===== src/rtl/nokia_lcd_ctrl_if.sv =====
// Bus between the Nokia LCD controller, its framebuffer, the SPI byte
// engine and whoever requests frame refreshes.
interface nokia_lcd_ctrl_if;
  logic       refresh;
  logic [7:0] fb_data;
  logic [8:0] fb_addr;
  logic       spi_avail;
  logic       spi_start;
  logic [7:0] spi_data;
  logic       spi_command;
  logic       ready;
  logic       busy;
  logic       frame_done;

  modport master (
    input  refresh, fb_data, spi_avail,
    output fb_addr, spi_start, spi_data, spi_command, ready, busy, frame_done
  );

  modport slave (
    output refresh, fb_data, spi_avail,
    input  fb_addr, spi_start, spi_data, spi_command, ready, busy, frame_done
  );
endinterface


===== src/rtl/nokia_lcd_ctrl.sv =====
// Nokia 5110-style LCD controller: power-up delay, 6-byte init sequence,
// then on refresh streams a 2-byte address header plus 504 framebuffer
// bytes to an external SPI byte engine.
module nokia_lcd_ctrl #(
  parameter int         PWR_DLY = 1000,
  parameter logic [6:0] VOP     = 7'h31,
  parameter logic [2:0] BIAS    = 3'h3,
  parameter logic [1:0] TEMPC   = 2'h0
) (
  input  logic              clk,
  input  logic              reset,
  nokia_lcd_ctrl_if.master  bus
);

  localparam int         DW       = (PWR_DLY < 1) ? 1 : $clog2(PWR_DLY + 1);
  localparam logic [8:0] LAST_ADR = 9'd503;

  typedef enum logic [3:0] {
    PWR_WAIT, INIT_ISSUE, INIT_WAIT, IDLE,
    HDR_ISSUE, HDR_WAIT, FETCH, DATA_ISSUE, DATA_WAIT
  } state_t;

  state_t        state;
  logic [DW-1:0] dly_cnt;
  logic [2:0]    init_idx;
  logic          hdr_idx;
  logic          fetch_ph;
  logic          wait_first;
  logic          pending;
  logic [7:0]    data_reg;
  logic [8:0]    fb_addr;
  logic          spi_start;
  logic [7:0]    spi_data;
  logic          spi_command;
  logic          ready;
  logic          busy;
  logic          frame_done;

  assign bus.fb_addr     = fb_addr;
  assign bus.spi_start   = spi_start;
  assign bus.spi_data    = spi_data;
  assign bus.spi_command = spi_command;
  assign bus.ready       = ready;
  assign bus.busy        = busy;
  assign bus.frame_done  = frame_done;

  function automatic logic [7:0] init_byte(input logic [2:0] idx);
    case (idx)
      3'd0:    init_byte = 8'h21;               // extended instruction set
      3'd1:    init_byte = {1'b1, VOP};         // contrast
      3'd2:    init_byte = {6'b000001, TEMPC};  // temperature coefficient
      3'd3:    init_byte = {5'b00010, BIAS};    // bias system
      3'd4:    init_byte = 8'h20;               // back to basic set
      default: init_byte = 8'h0C;               // normal display mode
    endcase
  endfunction

  // Main sequencer; every output is registered. A *_WAIT state skips its
  // first cycle because the SPI engine only drops avail one clock after start.
  always_ff @(posedge clk or posedge reset) begin
    if (reset) begin
      state       <= PWR_WAIT;
      dly_cnt     <= '0;
      init_idx    <= '0;
      hdr_idx     <= 1'b0;
      fetch_ph    <= 1'b0;
      wait_first  <= 1'b0;
      pending     <= 1'b0;
      data_reg    <= 8'h00;
      fb_addr     <= 9'd0;
      spi_start   <= 1'b0;
      spi_data    <= 8'h00;
      spi_command <= 1'b0;
      ready       <= 1'b0;
      busy        <= 1'b1;
      frame_done  <= 1'b0;
    end else begin
      spi_start  <= 1'b0;
      frame_done <= 1'b0;
      // Requests arriving while busy collapse into one pending frame.
      if (bus.refresh && state != IDLE) pending <= 1'b1;
      case (state)
        PWR_WAIT: begin
          if (dly_cnt != DW'(PWR_DLY)) dly_cnt <= dly_cnt + 1'b1;
          else if (bus.spi_avail) begin
            init_idx <= '0;
            state    <= INIT_ISSUE;
          end
        end
        INIT_ISSUE: begin
          if (bus.spi_avail) begin
            spi_start   <= 1'b1;
            spi_data    <= init_byte(init_idx);
            spi_command <= 1'b0;
            wait_first  <= 1'b1;
            state       <= INIT_WAIT;
          end
        end
        INIT_WAIT: begin
          if (wait_first) wait_first <= 1'b0;
          else if (bus.spi_avail) begin
            if (init_idx == 3'd5) begin
              ready <= 1'b1;
              busy  <= 1'b0;
              state <= IDLE;
            end else begin
              init_idx <= init_idx + 1'b1;
              state    <= INIT_ISSUE;
            end
          end
        end
        IDLE: begin
          if (bus.refresh || pending) begin
            pending <= 1'b0;
            hdr_idx <= 1'b0;
            ready   <= 1'b0;
            busy    <= 1'b1;
            state   <= HDR_ISSUE;
          end
        end
        HDR_ISSUE: begin
          if (bus.spi_avail) begin
            spi_start   <= 1'b1;
            spi_data    <= hdr_idx ? 8'h40 : 8'h80;
            spi_command <= 1'b0;
            wait_first  <= 1'b1;
            state       <= HDR_WAIT;
          end
        end
        HDR_WAIT: begin
          if (wait_first) wait_first <= 1'b0;
          else if (bus.spi_avail) begin
            if (hdr_idx) begin
              fetch_ph <= 1'b0;
              state    <= FETCH;
            end else begin
              hdr_idx <= 1'b1;
              state   <= HDR_ISSUE;
            end
          end
        end
        FETCH: begin
          // Phase 0: address presented to the framebuffer; phase 1: capture.
          if (!fetch_ph) fetch_ph <= 1'b1;
          else begin
            data_reg <= bus.fb_data;
            state    <= DATA_ISSUE;
          end
        end
        DATA_ISSUE: begin
          if (bus.spi_avail) begin
            spi_start   <= 1'b1;
            spi_data    <= data_reg;
            spi_command <= 1'b1;
            wait_first  <= 1'b1;
            state       <= DATA_WAIT;
          end
        end
        DATA_WAIT: begin
          if (wait_first) wait_first <= 1'b0;
          else if (bus.spi_avail) begin
            if (fb_addr == LAST_ADR) begin
              fb_addr    <= 9'd0;
              frame_done <= 1'b1;
              ready      <= 1'b1;
              busy       <= 1'b0;
              state      <= IDLE;
            end else begin
              fb_addr  <= fb_addr + 1'b1;
              fetch_ph <= 1'b0;
              state    <= FETCH;
            end
          end
        end
        default: state <= PWR_WAIT;
      endcase
    end
  end

endmodule


===== src/flat_wrapper.sv =====
// flat-port wrapper written by rule: the top's interface ports become plain ports
module nokia_lcd_ctrl_flat 
#(
  parameter int         PWR_DLY = 1000,
  parameter logic [6:0] VOP     = 7'h31,
  parameter logic [2:0] BIAS    = 3'h3,
  parameter logic [1:0] TEMPC   = 2'h0
)
  (clk, reset, bus_refresh, bus_fb_data, bus_spi_avail, bus_fb_addr, bus_spi_start, bus_spi_data, bus_spi_command, bus_ready, bus_busy, bus_frame_done);
  nokia_lcd_ctrl_if bus_i ();
  input  logic clk;
  input  logic reset;
  input wire logic [$bits(bus_i.refresh)-1:0] bus_refresh;
  input wire logic [$bits(bus_i.fb_data)-1:0] bus_fb_data;
  input wire logic [$bits(bus_i.spi_avail)-1:0] bus_spi_avail;
  output wire logic [$bits(bus_i.fb_addr)-1:0] bus_fb_addr;
  output wire logic [$bits(bus_i.spi_start)-1:0] bus_spi_start;
  output wire logic [$bits(bus_i.spi_data)-1:0] bus_spi_data;
  output wire logic [$bits(bus_i.spi_command)-1:0] bus_spi_command;
  output wire logic [$bits(bus_i.ready)-1:0] bus_ready;
  output wire logic [$bits(bus_i.busy)-1:0] bus_busy;
  output wire logic [$bits(bus_i.frame_done)-1:0] bus_frame_done;
  assign bus_i.refresh = bus_refresh;
  assign bus_i.fb_data = bus_fb_data;
  assign bus_i.spi_avail = bus_spi_avail;
  assign bus_fb_addr = bus_i.fb_addr;
  assign bus_spi_start = bus_i.spi_start;
  assign bus_spi_data = bus_i.spi_data;
  assign bus_spi_command = bus_i.spi_command;
  assign bus_ready = bus_i.ready;
  assign bus_busy = bus_i.busy;
  assign bus_frame_done = bus_i.frame_done;
  nokia_lcd_ctrl #(.PWR_DLY(PWR_DLY), .VOP(VOP), .BIAS(BIAS), .TEMPC(TEMPC)) u_core (.clk(clk), .reset(reset), .bus(bus_i));
endmodule

===== config.mk =====
export PLATFORM = sky130hd
export DESIGN_NAME = nokia_lcd_ctrl_flat
export DESIGN_NICKNAME = d
export VERILOG_FILES = /design/src/rtl/nokia_lcd_ctrl_if.sv /design/src/rtl/nokia_lcd_ctrl.sv /design/src/flat_wrapper.sv
export SDC_FILE = /design/constraint.sdc
export NUM_CORES = 1
export LEC_CHECK = 0
export ABC_CLOCK_PERIOD_IN_PS = 2100
export CAP_MARGIN = 10
export CORE_MARGIN = 3
export CORE_UTILIZATION = 41
export DETAILED_ROUTE_END_ITERATION = 8
export PLACE_DENSITY = 0.71
export SKIP_CTS_REPAIR_TIMING = 1
export SYNTH_ARGS = -nofsm -noshare
export SYNTH_HDL_FRONTEND = slang
export SYNTH_SLANG_ARGS = --single-unit

===== constraint.sdc =====
create_clock -name clk -period 2.1 [get_ports clk]
set_input_delay 0.42 -clock clk [delete_from_list [all_inputs] [get_ports clk]]
set_output_delay 0.42 -clock clk [all_outputs]
set_load 0.05 [all_outputs]

# --- Word-level counts from Yosys, hierarchy flattened ---
# Cells that the tools add are included.
classes:
  addsub: 3
  mux: 68
  n_reduce_logical: 25
  bitwise: 1
  n_eq_ne: 36
ops:
  columns: ["operator", "n"]
  rows:
  - ["two-way mux 4 bit", 13]
  - ["case mux 8 bit (5 select lines)", 1]
  - ["case mux 4 bit (9 select lines)", 1]
  - ["two-way mux 1 bit", 32]
  - ["two-way mux 8 bit", 4]
  - ["inequality test 2 bit, second input constant", 13]
  - ["case mux 8 bit (3 select lines)", 1]
  - ["two-way mux 3 bit", 6]
  - ["equality test 4 x 3 -> 1 bit, second input constant", 4]
  - ["inequality test 2 x 1 -> 1 bit, second input constant", 7]
  - ["AND reduction 13 bit", 1]
  - ["adder 10 x 1 -> 10 bit, second input constant", 1]
  - ["inequality test 10 bit, second input constant", 1]
  - ["adder 9 x 1 -> 9 bit, second input constant", 1]
  - ["equality test 9 bit, second input constant", 1]
  - ["two-way mux 9 bit", 1]
  - ["case mux 1 bit (3 select lines)", 3]
  - ["nonzero test 3 bit", 3]
  - ["equality test 4 x 2 -> 1 bit, second input constant", 2]
  - ["AND reduction 4 bit", 2]
  - ["AND reduction 8 bit", 1]
  - ["nonzero test 2 bit", 4]
  - ["AND reduction 7 bit", 1]
  - ["equality test 3 x 2 -> 1 bit, second input constant", 2]
  - ["19 further kinds", 27]
word_totals:
  wordCells: 148
  reg_bits: 51
  input_bits: 12
  out_inout_bits: 22

# --- Depth between registers and ports, before layout ---
depth:
  ltp_word: 5
  ltp_mapped: 8
  depth_no_buf: 7

# --- Worst setup path after synthesis ---
# No wires, ideal clock.
synth_timing:
  kind: "register -> register"
  from: "register u_core.fb_addr[0] (netlist: u_core.bus.fb_addr[0])"
  to: "register u_core.busy (netlist: u_core.bus.busy)"
  required_time_ns: 2.023
  slack_ns: 0.051
  arrival_time_ns: 1.972
  period_less_slack_ns: 2.049
  path_buffers: 0
  setup_ns: 0.077
  path_stages_with_launch: 7
  cell_sequence: "dfrtp_1 ha_1 nand4b_1 nor2_1 nor2_1 or4_1 a21o_1"
synth_via:
  elab_chain_len: 3
synth_rtl:
  columns: ["item", "line_no", "rtl"]
  rows:
  - ["start, declared", "nokia_lcd_ctrl.sv:31", "logic [8:0] fb_addr;"]
  - ["start signal, assigned", "nokia_lcd_ctrl.sv:169", "fb_addr <= fb_addr + 1'b1;"]
  - ["equality test 9 bit", "nokia_lcd_ctrl.sv:162", "if (fb_addr == LAST_ADR) begin"]
  - ["inequality test 2 x 1 -> 1 bit (no source line)", null, null]
  - ["AND reduction 8 bit (no source line)", null, null]
  - ["end signal, assigned", "nokia_lcd_ctrl.sv:104", "busy <= 1'b0;"]
  - ["end signal, assigned", "nokia_lcd_ctrl.sv:117", "busy <= 1'b1;"]
  - ["end signal, assigned", "nokia_lcd_ctrl.sv:166", "busy <= 1'b0;"]
  - ["end, declared", "nokia_lcd_ctrl.sv:36", "logic busy;"]
# Every way passes these cells.
# A chain may end at the register's enable or synchronous reset.

# --- Worst setup path after layout ---
layout_timing:
  from: "register u_core.fb_addr[0] (netlist: u_core.bus.fb_addr[0])"
  to: "output port bus_fb_addr[0]"
layout_lines:
  columns: ["item", "line_no", "rtl"]
  rows:
  - ["end, declared", "flat_wrapper.sv:16", "output wire logic [$bits(bus_i.fb_addr)-1:0] bus_fb_addr;"]
# No word-level cell between the ends.

==> out/metrics.yaml <==
status:
  status: "completed"
worst_setup_path:
  crit_type: "register to output pin"
  worst_path_dominant_cell_family: "buffers and inverters"
  endpoint_kind: "output pin"
  critPathBufInv: 1
  path_max_fanout: 7
  crit_chain: "clkdlybuf4s50_1"
  max_stage_delay_ps: 840
  required_ps: 1680
  crit_slowest_cell: "clkdlybuf4s50_1"
  start_kind: "register"
  arrival_ps: 1600
logic_synthesis:
  netlist_instances: 269
  synth_top_area_frac: 0.4577
  synth.distinct_cells: 58
  synthMostInstantiatedCell: "dfrtp_1"
  synth_warnings: 0
  synth.avg_cell_area_sq_um: 10.16
  syn-num-nets: 289
  synth_area_sq_mm: 0.002734
  yosys_most_used_dff: "dfrtp_1"
  synth_top_area_cell: "dfrtp_1"
  async_flop_share: 1.000
  ys_seq_elements: 51
  yosys-top-cells-count: "dfrtp_1, nand2_1, nor2_1"
  synth_edf_count: 0
  synthTopCellsByArea: "dfrtp_1, nand2_1, ha_1"
  yosysSeqAreaShare: 0.4673
job:
  cap_violations: 0
route:
  routed_wl_um: 5675
  final_antenna_net_count: 0
  drc: 0
  routedWlPerCell_um: 14.33
  dr_total_vias: 2165
  firstDrtPassIters: 4
  dr.first_iter.drc_count: 144
  vias_per_cell: 5.467
pwr:
  power_frac_comb: 0.503
  cell_internal_pwr_uw: 2552
  clkPwrFrac: 0.137
  power.switching_uw: 1874
  swShare: 0.4233
  total_power_uw: 4426
  irDropWorstVdd_mv: 0.6555
  seqPwrFrac: 0.360
  power.density_mw_per_mm2: 1314
  p_leak_uw: 0.001468
sta:
  period_minus_slack_ps: 2018
  clock.fmax_mhz: 495.5
  rsz0062_at_grt: "no"
  finClkSkew_ps: 8.984
  setup_viol: 0
  slew_viol_final: 0
  tightest_slew_ps: 693.1
  max_slew_margin: 0.5336
  hold_viol: 0
  setup_ws_ps: 81.69
  whs_ps: 381.4
  fin_crit_sh: 0.9611
floorplan:
  core_area_sq_mm: 0.006422
  chipHeight_um: 87.66
  initial_core_util: 0.4257
  fp.dieArea_sq_mm: 0.007683
  ios: 34
  die_w_um: 87.66
  std_cell_rows: 29
final_layout:
  finalNonFillerCells: 396
  top_regs: "u_core.dly_cnt (10), u_core.bus.fb_addr (9)"
  fillers: 581
  syn2layout_area_growth_pct: 23.25
  largest_reg_flops: 10
  drive_above_1_share: 0.1693
  largest-register: "u_core.dly_cnt"
  num-nets-final: 338
  diodes: 0
  final_cell_area_sq_mm: 0.003369
clock_tree:
  cts_root_buf: "clkbuf_8"
  cts_htree_levels: 2
  cts_buffer_depth: 2
  cts.clk_slew.worst_paths_ps: 90
  cts.sinks: 51
  cts_made_buffers: 5
  cts_tree: "built"
  insertion_delay_ps: 310
hold_path:
  hold_path.class: "primary input to async pin"
global_routing:
  grt_pass1_wl_um: 9487
  grt_usage: 0.1559
  grt_pass1_vias: 2047
  antenna_found_initial: 0
  grt_max_degree: 19
  overflow: 0
placed_design:
  place_hpwl_um: 4184
  gp_congestion: 0.9243
  pre_cts_ws_ps: -29.15
  placed_cell_area_sq_mm: 0.003261
  io_buffers: 33
  place_inst: 387
-- through the flow --
stage,setup TNS [ps],util
finish,0,0.5246
global route,0,0.5246
CTS,0,0.5231
detailed placement,-29.15,0.5077
global placement,-11.65,0.5077
floorplan,0,-
-- layer usage --
layer	vias to the layer above	global-route usage	wire [um]
li1	1067	-	-
met1	1040	0.2180	2702
met2	52	0.2466	2685
met3	6	0.01976	201
met4	0	0.06137	85
met5	-	0	0
-- cell usage in the layout, fill, tap and decap left out, types with 2 or more instances in the layout --
cell type        Yosys  final
clkbuf_8             0      6
inv_2                2      3
dfrtp_1             50     50
nand3_1              6      6
nand4_1              8      8
xor2_1               6      6
nor3b_1              4      4
nor2_1              19     19
a31oi_1              5      5
and3_1               3      3
a211oi_1             3      3
buf_4                2     21
inv_1               10      9
and2_1               2      2
nor4_2               2      2
mux2_2               8      8
nand2b_1             4      4
o21ai_0             12     12
o22ai_1              2      2
clkdlybuf4s50_1      0     31
o21ai_1              2      2
o211ai_1             3      3
nor3_2               3      3
o21bai_1             3      3
mux2i_1              4      4
a21o_1               3      3
ha_1                 8      8
nor2b_1              4      4
a221o_1              6      6
a21oi_1              9      9
nor3_1               6      6
xnor2_1              8      8
nand2_1             27     27
-- worst paths after layout --
| check | start | cells past startpoint | to | slack, ps |
|---|---|---|---|---|
| max | u_core.bus.fb_addr[0]$_DFFE_PP0P_ | 1 | bus_fb_addr[0] | 80 |
| min | reset | 2 | u_core.bus.ready$_DFFE_PP0P_ | 380 |
| max reg2reg | u_core.state[0]$_DFFE_PP0P_ | 5 | u_core.state[1]$_DFFE_PP0P_ | 120 |
| min reg2reg | u_core.dly_cnt[8]$_DFFE_PP0P_ | 1 | u_core.dly_cnt[8]$_DFFE_PP0P_ | 470 |
| max in group asynchronous | reset | 3 | u_core.bus.spi_data[2]$_DFFE_PP0P_ | 1180 |
| min in group clk | u_core.dly_cnt[8]$_DFFE_PP0P_ | 1 | u_core.dly_cnt[8]$_DFFE_PP0P_ | 470 |
-- cell families after synthesis --
family / count (synthesis) / share of synthesized area
AO/OA/AOI/OAI: 61 / 0.1670
XOR/XNOR: 14 / 0.04485
adder cells (fa/ha/maj): 8 / 0.03661
buffers and inverters: 25 / 0.03982
flip-flops: 51 / 0.4673
multiplexers: 13 / 0.05309
AND/OR/NAND/NOR: 97 / 0.1913
-- power groups by stage --
stage	Combinational [uW]	Clock, uW	Sequential [uW]
2_1_floorplan	1320	0	1830
3_3_place_gp	2190	0	1600
3_5_place_dp	2210	0	1600
4_1_cts	2220	619	1590
5_1_grt	2430	663	1640
6_report	2230	606	1590
-- cell type report --
type	instances	area, sq um	area share
Sequential cell	51	1277	0.3791
Clock inverter	2	16.27	0.004827
Tap cell	77	96.34	0.02859
Timing Repair Buffer	54	500.5	0.1485
Inverter	13	48.80	0.01448
Multi-Input combinational cell	193	1348	0.3999
Clock buffer	6	82.58	0.02451
(Power assumes the default switching activity.)
